File: src/rtl/int_sqrt_sched_pkg.sv
// rtl/int_sqrt_sched_pkg.sv - shared types and helpers for the sqrt scheduler
package int_sqrt_sched_pkg;

  // Sequencer states for the shared square-root unit
  typedef enum logic [1:0] {
    ST_IDLE    = 2'd0,
    ST_LOAD    = 2'd1,
    ST_RUN     = 2'd2,
    ST_CAPTURE = 2'd3
  } state_e;

  // Width of a channel index; at least one bit even for degenerate N
  function automatic int ptr_width(input int n);
    return (n > 1) ? $clog2(n) : 1;
  endfunction

endpackage

File: src/rtl/int_sqrt_sched_rr_pick.sv
// rtl/int_sqrt_sched_rr_pick.sv - combinational round-robin picker
module int_sqrt_sched_rr_pick
  import int_sqrt_sched_pkg::*;
#(
  parameter int N  = 4,
  parameter int PW = ptr_width(N)
) (
  input  logic [N-1:0]  pend,
  input  logic [PW-1:0] ptr,
  output logic [PW-1:0] grant,
  output logic          any
);

  logic [PW-1:0] idx;
  logic          found;

  // Walk ptr+1 .. ptr+N (mod N) and keep the first pending channel
  always_comb begin
    idx   = ptr;
    found = 1'b0;
    grant = '0;
    for (int k = 0; k < N; k++) begin
      idx = (idx == PW'(N - 1)) ? '0 : idx + PW'(1);
      if (!found && pend[idx]) begin
        grant = idx;
        found = 1'b1;
      end
    end
    any = found;
  end

endmodule

File: src/rtl/int_sqrt_sched.sv
// rtl/int_sqrt_sched.sv - time-shares one iterative sqrt unit among N requesters
module int_sqrt_sched
  import int_sqrt_sched_pkg::*;
#(
  parameter int N        = 4,
  parameter int IW       = 32,
  parameter int OW       = 16,
  parameter int SQRT_LAT = 17,
  parameter int CW       = 5
) (
  input  logic            iCLK,
  input  logic            iRST,
  input  logic [N-1:0]    iReq,
  input  logic [N*IW-1:0] iRadicand,
  output logic [N-1:0]    oValid,
  output logic [N*OW-1:0] oRoot,
  output logic            oBusy,
  output logic [IW-1:0]   oSqrtIn,
  output logic            oSqrtStart,
  input  logic [OW-1:0]   iSqrtOut
);

  localparam int PW = ptr_width(N);

  state_e                 state_q, state_d;
  logic [N-1:0]           pend_q, pend_d;
  logic [N-1:0][IW-1:0]   lat_q, lat_d;
  logic [PW-1:0]          rr_q, rr_d;
  logic [PW-1:0]          sel_q, sel_d;
  logic [CW-1:0]          cnt_q, cnt_d;
  logic [IW-1:0]          sqrt_in_q, sqrt_in_d;
  logic [N-1:0][OW-1:0]   root_q, root_d;
  logic [N-1:0]           valid_q, valid_d;

  logic [PW-1:0]          grant;
  logic                   any;

  int_sqrt_sched_rr_pick #(.N(N), .PW(PW)) u_pick (
    .pend  (pend_q),
    .ptr   (rr_q),
    .grant (grant),
    .any   (any)
  );

  // Next-state: grant, start/run/capture sequencing, then request latching (set beats grant clear)
  always_comb begin
    state_d    = state_q;
    pend_d     = pend_q;
    lat_d      = lat_q;
    rr_d       = rr_q;
    sel_d      = sel_q;
    cnt_d      = cnt_q;
    sqrt_in_d  = sqrt_in_q;
    root_d     = root_q;
    valid_d    = '0;
    oSqrtStart = 1'b0;
    case (state_q)
      ST_IDLE: begin
        if (any) begin
          sel_d         = grant;
          sqrt_in_d     = lat_q[grant];
          pend_d[grant] = 1'b0;
          rr_d          = grant;
          state_d       = ST_LOAD;
        end
      end
      ST_LOAD: begin
        oSqrtStart = 1'b1;
        cnt_d      = CW'(SQRT_LAT - 1);
        state_d    = ST_RUN;
      end
      ST_RUN: begin
        if (cnt_q == '0) begin
          state_d = ST_CAPTURE;
        end else begin
          cnt_d = cnt_q - CW'(1);
        end
      end
      ST_CAPTURE: begin
        root_d[sel_q]  = iSqrtOut;
        valid_d[sel_q] = 1'b1;
        state_d        = ST_IDLE;
      end
      default: state_d = ST_IDLE;
    endcase
    for (int i = 0; i < N; i++) begin
      if (iReq[i]) begin
        pend_d[i] = 1'b1;
        lat_d[i]  = iRadicand[i*IW +: IW];
      end
    end
  end

  // State and datapath registers; reset abandons any job in flight
  always_ff @(posedge iCLK or posedge iRST) begin
    if (iRST) begin
      state_q   <= ST_IDLE;
      pend_q    <= '0;
      lat_q     <= '0;
      rr_q      <= PW'(N - 1);
      sel_q     <= '0;
      cnt_q     <= '0;
      sqrt_in_q <= '0;
      root_q    <= '0;
      valid_q   <= '0;
    end else begin
      state_q   <= state_d;
      pend_q    <= pend_d;
      lat_q     <= lat_d;
      rr_q      <= rr_d;
      sel_q     <= sel_d;
      cnt_q     <= cnt_d;
      sqrt_in_q <= sqrt_in_d;
      root_q    <= root_d;
      valid_q   <= valid_d;
    end
  end

  assign oValid  = valid_q;
  assign oRoot   = root_q;
  assign oBusy   = (state_q != ST_IDLE);
  assign oSqrtIn = sqrt_in_q;

endmodule

File: config.mk
export PLATFORM = sky130hd
export DESIGN_NAME = int_sqrt_sched
export DESIGN_NICKNAME = d
export VERILOG_FILES = /design/src/rtl/int_sqrt_sched_pkg.sv /design/src/rtl/int_sqrt_sched_rr_pick.sv /design/src/rtl/int_sqrt_sched.sv
export SDC_FILE = /design/constraint.sdc
export NUM_CORES = 1
export LEC_CHECK = 0
export ABC_CLOCK_PERIOD_IN_PS = 8000
export BUFFER_PORTS_ARGS = -buffer_cell sky130_fd_sc_hd__buf_2
export CORE_UTILIZATION = 50
export CTS_BUF_LIST = sky130_fd_sc_hd__clkbuf_2
export DETAILED_ROUTE_END_ITERATION = 7
export GPL_ROUTABILITY_DRIVEN = 0
export PLACE_DENSITY = 0.9
export SYNTH_ARGS = -nofsm -noshare
export SYNTH_HDL_FRONTEND = slang
export SYNTH_SLANG_ARGS = --single-unit
File: constraint.sdc
create_clock -name iCLK -period 8 [get_ports iCLK]
set_clock_uncertainty 0.2 [all_clocks]
set_input_delay 1.6 -clock iCLK [delete_from_list [all_inputs] [get_ports iCLK]]
set_output_delay 1.6 -clock iCLK [all_outputs]
set_load 0.1 [all_outputs]
==> results by stage <==
Clock network:
- After clock tree synthesis, the repair step resized 0 gates.
- The clock tree from TritonCTS is built.
- The clock drives 243 sinks.
- At the later pin of the worst-skew pair, clock insertion delay measures 0.84 ns.
- The count of buffers added by post-CTS timing repair for setup is 0.
- The clock passes through at most 3 buffers.
- In this run, CTS created clock tree buffers numbering 60.
- The number of buffers added to fix hold violations after cts is 0.
- In this run the clock root is driven by a sky130_fd_sc_hd__clkbuf_2.
- The number of H-tree levels is 2.
- The clock transition at the registers of the reported paths is 0.09 ns.

Yosys:
- The count of unique library cells instantiated by Yosys is 49.
- Each instance of the synthesized netlist takes up on average 13.3 µm².
- The sequential fraction of the synthesis area is 0.580.
- The count of flip-flops with a built-in enable after synthesis is 0.
- The cell with the most instances after synthesis is sky130_fd_sc_hd__dfrtp_1.
- The fraction of post-synthesis cell area in the top cell type by area is 0.575.
- Synthesis handed over a netlist of 789 instances.
- After synthesis the cells add up to 10500 µm².
- By count the netlist is led by 241 x sky130_fd_sc_hd__dfrtp_1, 162 x sky130_fd_sc_hd__mux2_2, 113 x sky130_fd_sc_hd__nand2_1.
- The biggest area contributor in the post-synthesis netlist is sky130_fd_sc_hd__dfrtp_1.
- After synthesis, the cell types taking the most area are sky130_fd_sc_hd__dfrtp_1 57%, sky130_fd_sc_hd__mux2_2 17%, sky130_fd_sc_hd__mux2i_1 6.3%.
- For this run, the leading register cell type out of synthesis is sky130_fd_sc_hd__dfrtp_1.
- The post-synthesis sequential element count is 243.
- The synthesized net count is 945.
- The post-synthesis async set-or-reset flop share is 1.00.
- For this run, the number of Yosys warnings is 0.

Run status:
- The run finished with clean final reports.

Pwr:
- IR analysis of the VDD net gives a maximum drop of 0.160 mV.
- The clock network fraction of design power is 0.301.
- The leakage power total is 5.86 nW.
- The internal power summed over all cells is 0.00177 W.
- The net load switching power is 0.000859 W.
- The ratio of total power to cell area is 212 nW/µm².
- Of the total power, registers draw 0.522.
- The switching share of power is 0.327.
- Of the total power, combinational logic draws 0.177.

Min path:
- The worst hold path passes through 2 cells.
- The worst min-delay path startpoint is oRoot[40]$_DFFE_PP0P_.
- The worst hold path class is register to register.
- The worst hold path terminates at oRoot[40]$_DFFE_PP0P_.

Setup path:
- Data arrives at the worst endpoint at 4.79 ns.
- The worst setup path is captured at a register.
- The cell depth of the worst flop-to-flop path is 9.
- The start-to-end type of the worst setup path is register to register.
- The type of element launching the critical path is a register.
- The origin of the critical flop-to-flop path is rr_q[0]$_DFFE_PP1P_.
- The endpoint identified for the worst register-to-register timing path is oSqrtIn[16]$_DFFE_PP0P_.
- Setup slack on the worst reg-to-reg path comes out at 3.73 ns.
- The critical path data required time is 8.52 ns.
- The highest fanout seen on the critical path is 65.

Floorplan:
- The die area is 21600 µm².
- 252 I/O pins were placed.
- The width of the chip is 147 µm.
- The initial core utilization is 0.514.
- The site row count is 52.
- In this run the standard cell core region covers 20400 µm².
- The die outline height is 147 µm.

Final layout:
- The share of final-layout standard cells stronger than drive strength 1 is 0.504.
- The design area is 12400 µm².
- The net count of the finished layout is 1220.
- The synthesis-to-layout area growth is 18.6%.

Drt:
- After detailed routing, the average wire length per cell comes to 18.3 µm.
- The total via count after detailed routing is 7362.
- For this block, the initial DRC count from the detailed router was 234.
- The first detailed-routing pass ran for 4 iterations.
- The residual antenna-violating net count after detailed routing is 0.
- Summed over all layers, the routed wires come to 25100 µm.
- Using the TritonRoute via totals, the vias-per-cell ratio works out to 5.36.
- The number of DRC violations after detailed routing is 0.

Global route:
- The number of global-route vias before repair is 7893.
- The total global routing track utilization is 0.235.
- The total congestion overflow after global routing is 0.
- The first-pass GRT wire length is 40000 µm.
- The maximum number of pins on one net before global-route repair is 136.
- The number of antenna violations at the first check in global routing is 6.

Placed design:
- The half-perimeter wire length after placement is 16500 µm.
- Input and output buffers added on the ports amount to 251.
- The placed instance area is 11900 µm².

STA:
- The final number of setup-violating endpoints is 0.
- Adding up every negative setup slack in the final design gives 0 ns.
- The count of final max-slew check failures was 0.
- The period utilization is 0.534.
- The clock period minus final worst setup slack is 4.27 ns.
- The worst slew margin relative to its limit is 0.218.
- The count of final hold-check violations is 0.
- The transition time of the tightest slew-check pin is 1.17 ns.
- Setup repair after global routing left no endpoint under its margin.
- Static timing analysis puts the maximum clock frequency at 234 MHz.

Job:
- The number of maximum-capacitance violations is 0.
-- through the flow --
step                hold slack (ns)  total power (W)   util  setup WS [ns]  cells
finish                        0.278          0.00263  0.609           3.73   1374
global route                  0.303          0.00276  0.608           3.48   1370
CTS                           0.278          0.00267  0.608           3.76   1368
detailed placement            0.257          0.00187  0.584           3.80   1272
global placement              0.253          0.00185  0.584           3.94   1272
floorplan                     0.262          0.00175      -           3.01    789
-- cell usage in the layout, fill, tap and decap left out, types with 7 or more instances in the layout --
| cell type | instances |
|---|---|
| sky130_fd_sc_hd__dfrtp_1 | 241 |
| sky130_fd_sc_hd__nand2_1 | 113 |
| sky130_fd_sc_hd__clkbuf_2 | 86 |
| sky130_fd_sc_hd__inv_1 | 7 |
| sky130_fd_sc_hd__buf_4 | 7 |
| sky130_fd_sc_hd__buf_2 | 251 |
| sky130_fd_sc_hd__clkinv_1 | 8 |
| sky130_fd_sc_hd__nor2_1 | 41 |
| sky130_fd_sc_hd__mux2i_1 | 66 |
| sky130_fd_sc_hd__o21ai_0 | 10 |
| sky130_fd_sc_hd__mux2_2 | 162 |
| sky130_fd_sc_hd__a221oi_2 | 30 |
-- flip-flops by register name (all words and copies together), names as in the netlist --
signal,cells
pend_q,4
sel_q,2
oRoot,64
rr_q,2
oSqrtIn,32
cnt_q,5
lat_q,128
oValid,4
state_q,2
-- how the worst max path moves through the flow --
stage                              startpoint                      end  slack [ns]  cells after the start
after global routing      rr_q[0]$_DFFE_PP1P_  oSqrtIn[16]$_DFFE_PP0P_        3.48                      9
after floorplan                          iRST     cnt_q[0]$_DFFE_PP0P_        3.01                      1
after CTS                 rr_q[0]$_DFFE_PP1P_  oSqrtIn[30]$_DFFE_PP0P_        3.76                      9
after detailed placement  rr_q[0]$_DFFE_PP1P_   oSqrtIn[9]$_DFFE_PP0P_        3.80                      9
after global placement    rr_q[0]$_DFFE_PP1P_  oSqrtIn[27]$_DFFE_PP0P_        3.94                      9
final                     rr_q[0]$_DFFE_PP1P_  oSqrtIn[16]$_DFFE_PP0P_        3.73                      9
-- logic make-up (layout without fill, tap and decap cells) --
group | count (synthesis) | count (layout) | synth area share
mux | 230 | 230 | 0.241
compound gates | 63 | 63 | 0.0650
flops | 243 | 243 | 0.580
other cells | 0 | 6 | 0
xor+xnor | 2 | 2 | 0.00167
simple gates | 189 | 189 | 0.0761
fa+ha+maj | 6 | 6 | 0.00716
buf+inv | 56 | 365 | 0.0291
-- power by group through the flow --
| stage | logic [W] | clock network, W | registers, W |
|---|---|---|---|
| final | 0.000467 | 0.000791 | 0.00137 |
| after global routing | 0.000492 | 0.000881 | 0.00138 |
| after CTS | 0.000471 | 0.000822 | 0.00137 |
| after detailed placement | 0.000471 | 0 | 0.00140 |
| after global placement | 0.000458 | 0 | 0.00140 |
| after floorplan | 0.000153 | 0 | 0.00159 |
-- area by class of cell --
| cell class | count | area, µm² |
|---|---|---|
| Tap cell | 270 | 338 |
| Antenna cell | 6 | 15.0 |
| Timing Repair Buffer | 259 | 1330 |
| Clock buffer | 86 | 430 |
| Clock inverter | 10 | 71.3 |
| Sequential cell | 243 | 6080 |
| Fill cell | 1579 | 7990 |
| Multi-Input combinational cell | 490 | 4130 |
| Inverter | 10 | 41.3 |
-- worst max-delay path, cell delays in order, from the launching register on --
cell	delay, ns
sky130_fd_sc_hd__dfstp_2	0.75
sky130_fd_sc_hd__ha_1	0.47
sky130_fd_sc_hd__mux4_2	0.58
sky130_fd_sc_hd__nor2b_1	0.12
sky130_fd_sc_hd__o21ai_1	0.07
sky130_fd_sc_hd__a221o_1	0.40
sky130_fd_sc_hd__nand2_4	0.09
sky130_fd_sc_hd__buf_4	0.87
sky130_fd_sc_hd__mux2i_1	0.24
sky130_fd_sc_hd__a221oi_2	0.33
-- metal layers --
| metal | wire length [µm] | GRT usage |
|---|---|---|
| met4 | 417 | 0.0880 |
| met2 | 12400 | 0.402 |
| met5 | 14 | 0 |
| met1 | 10100 | 0.275 |
| met3 | 2150 | 0.0786 |
Note: power is estimated with default switching activity, not from simulation.
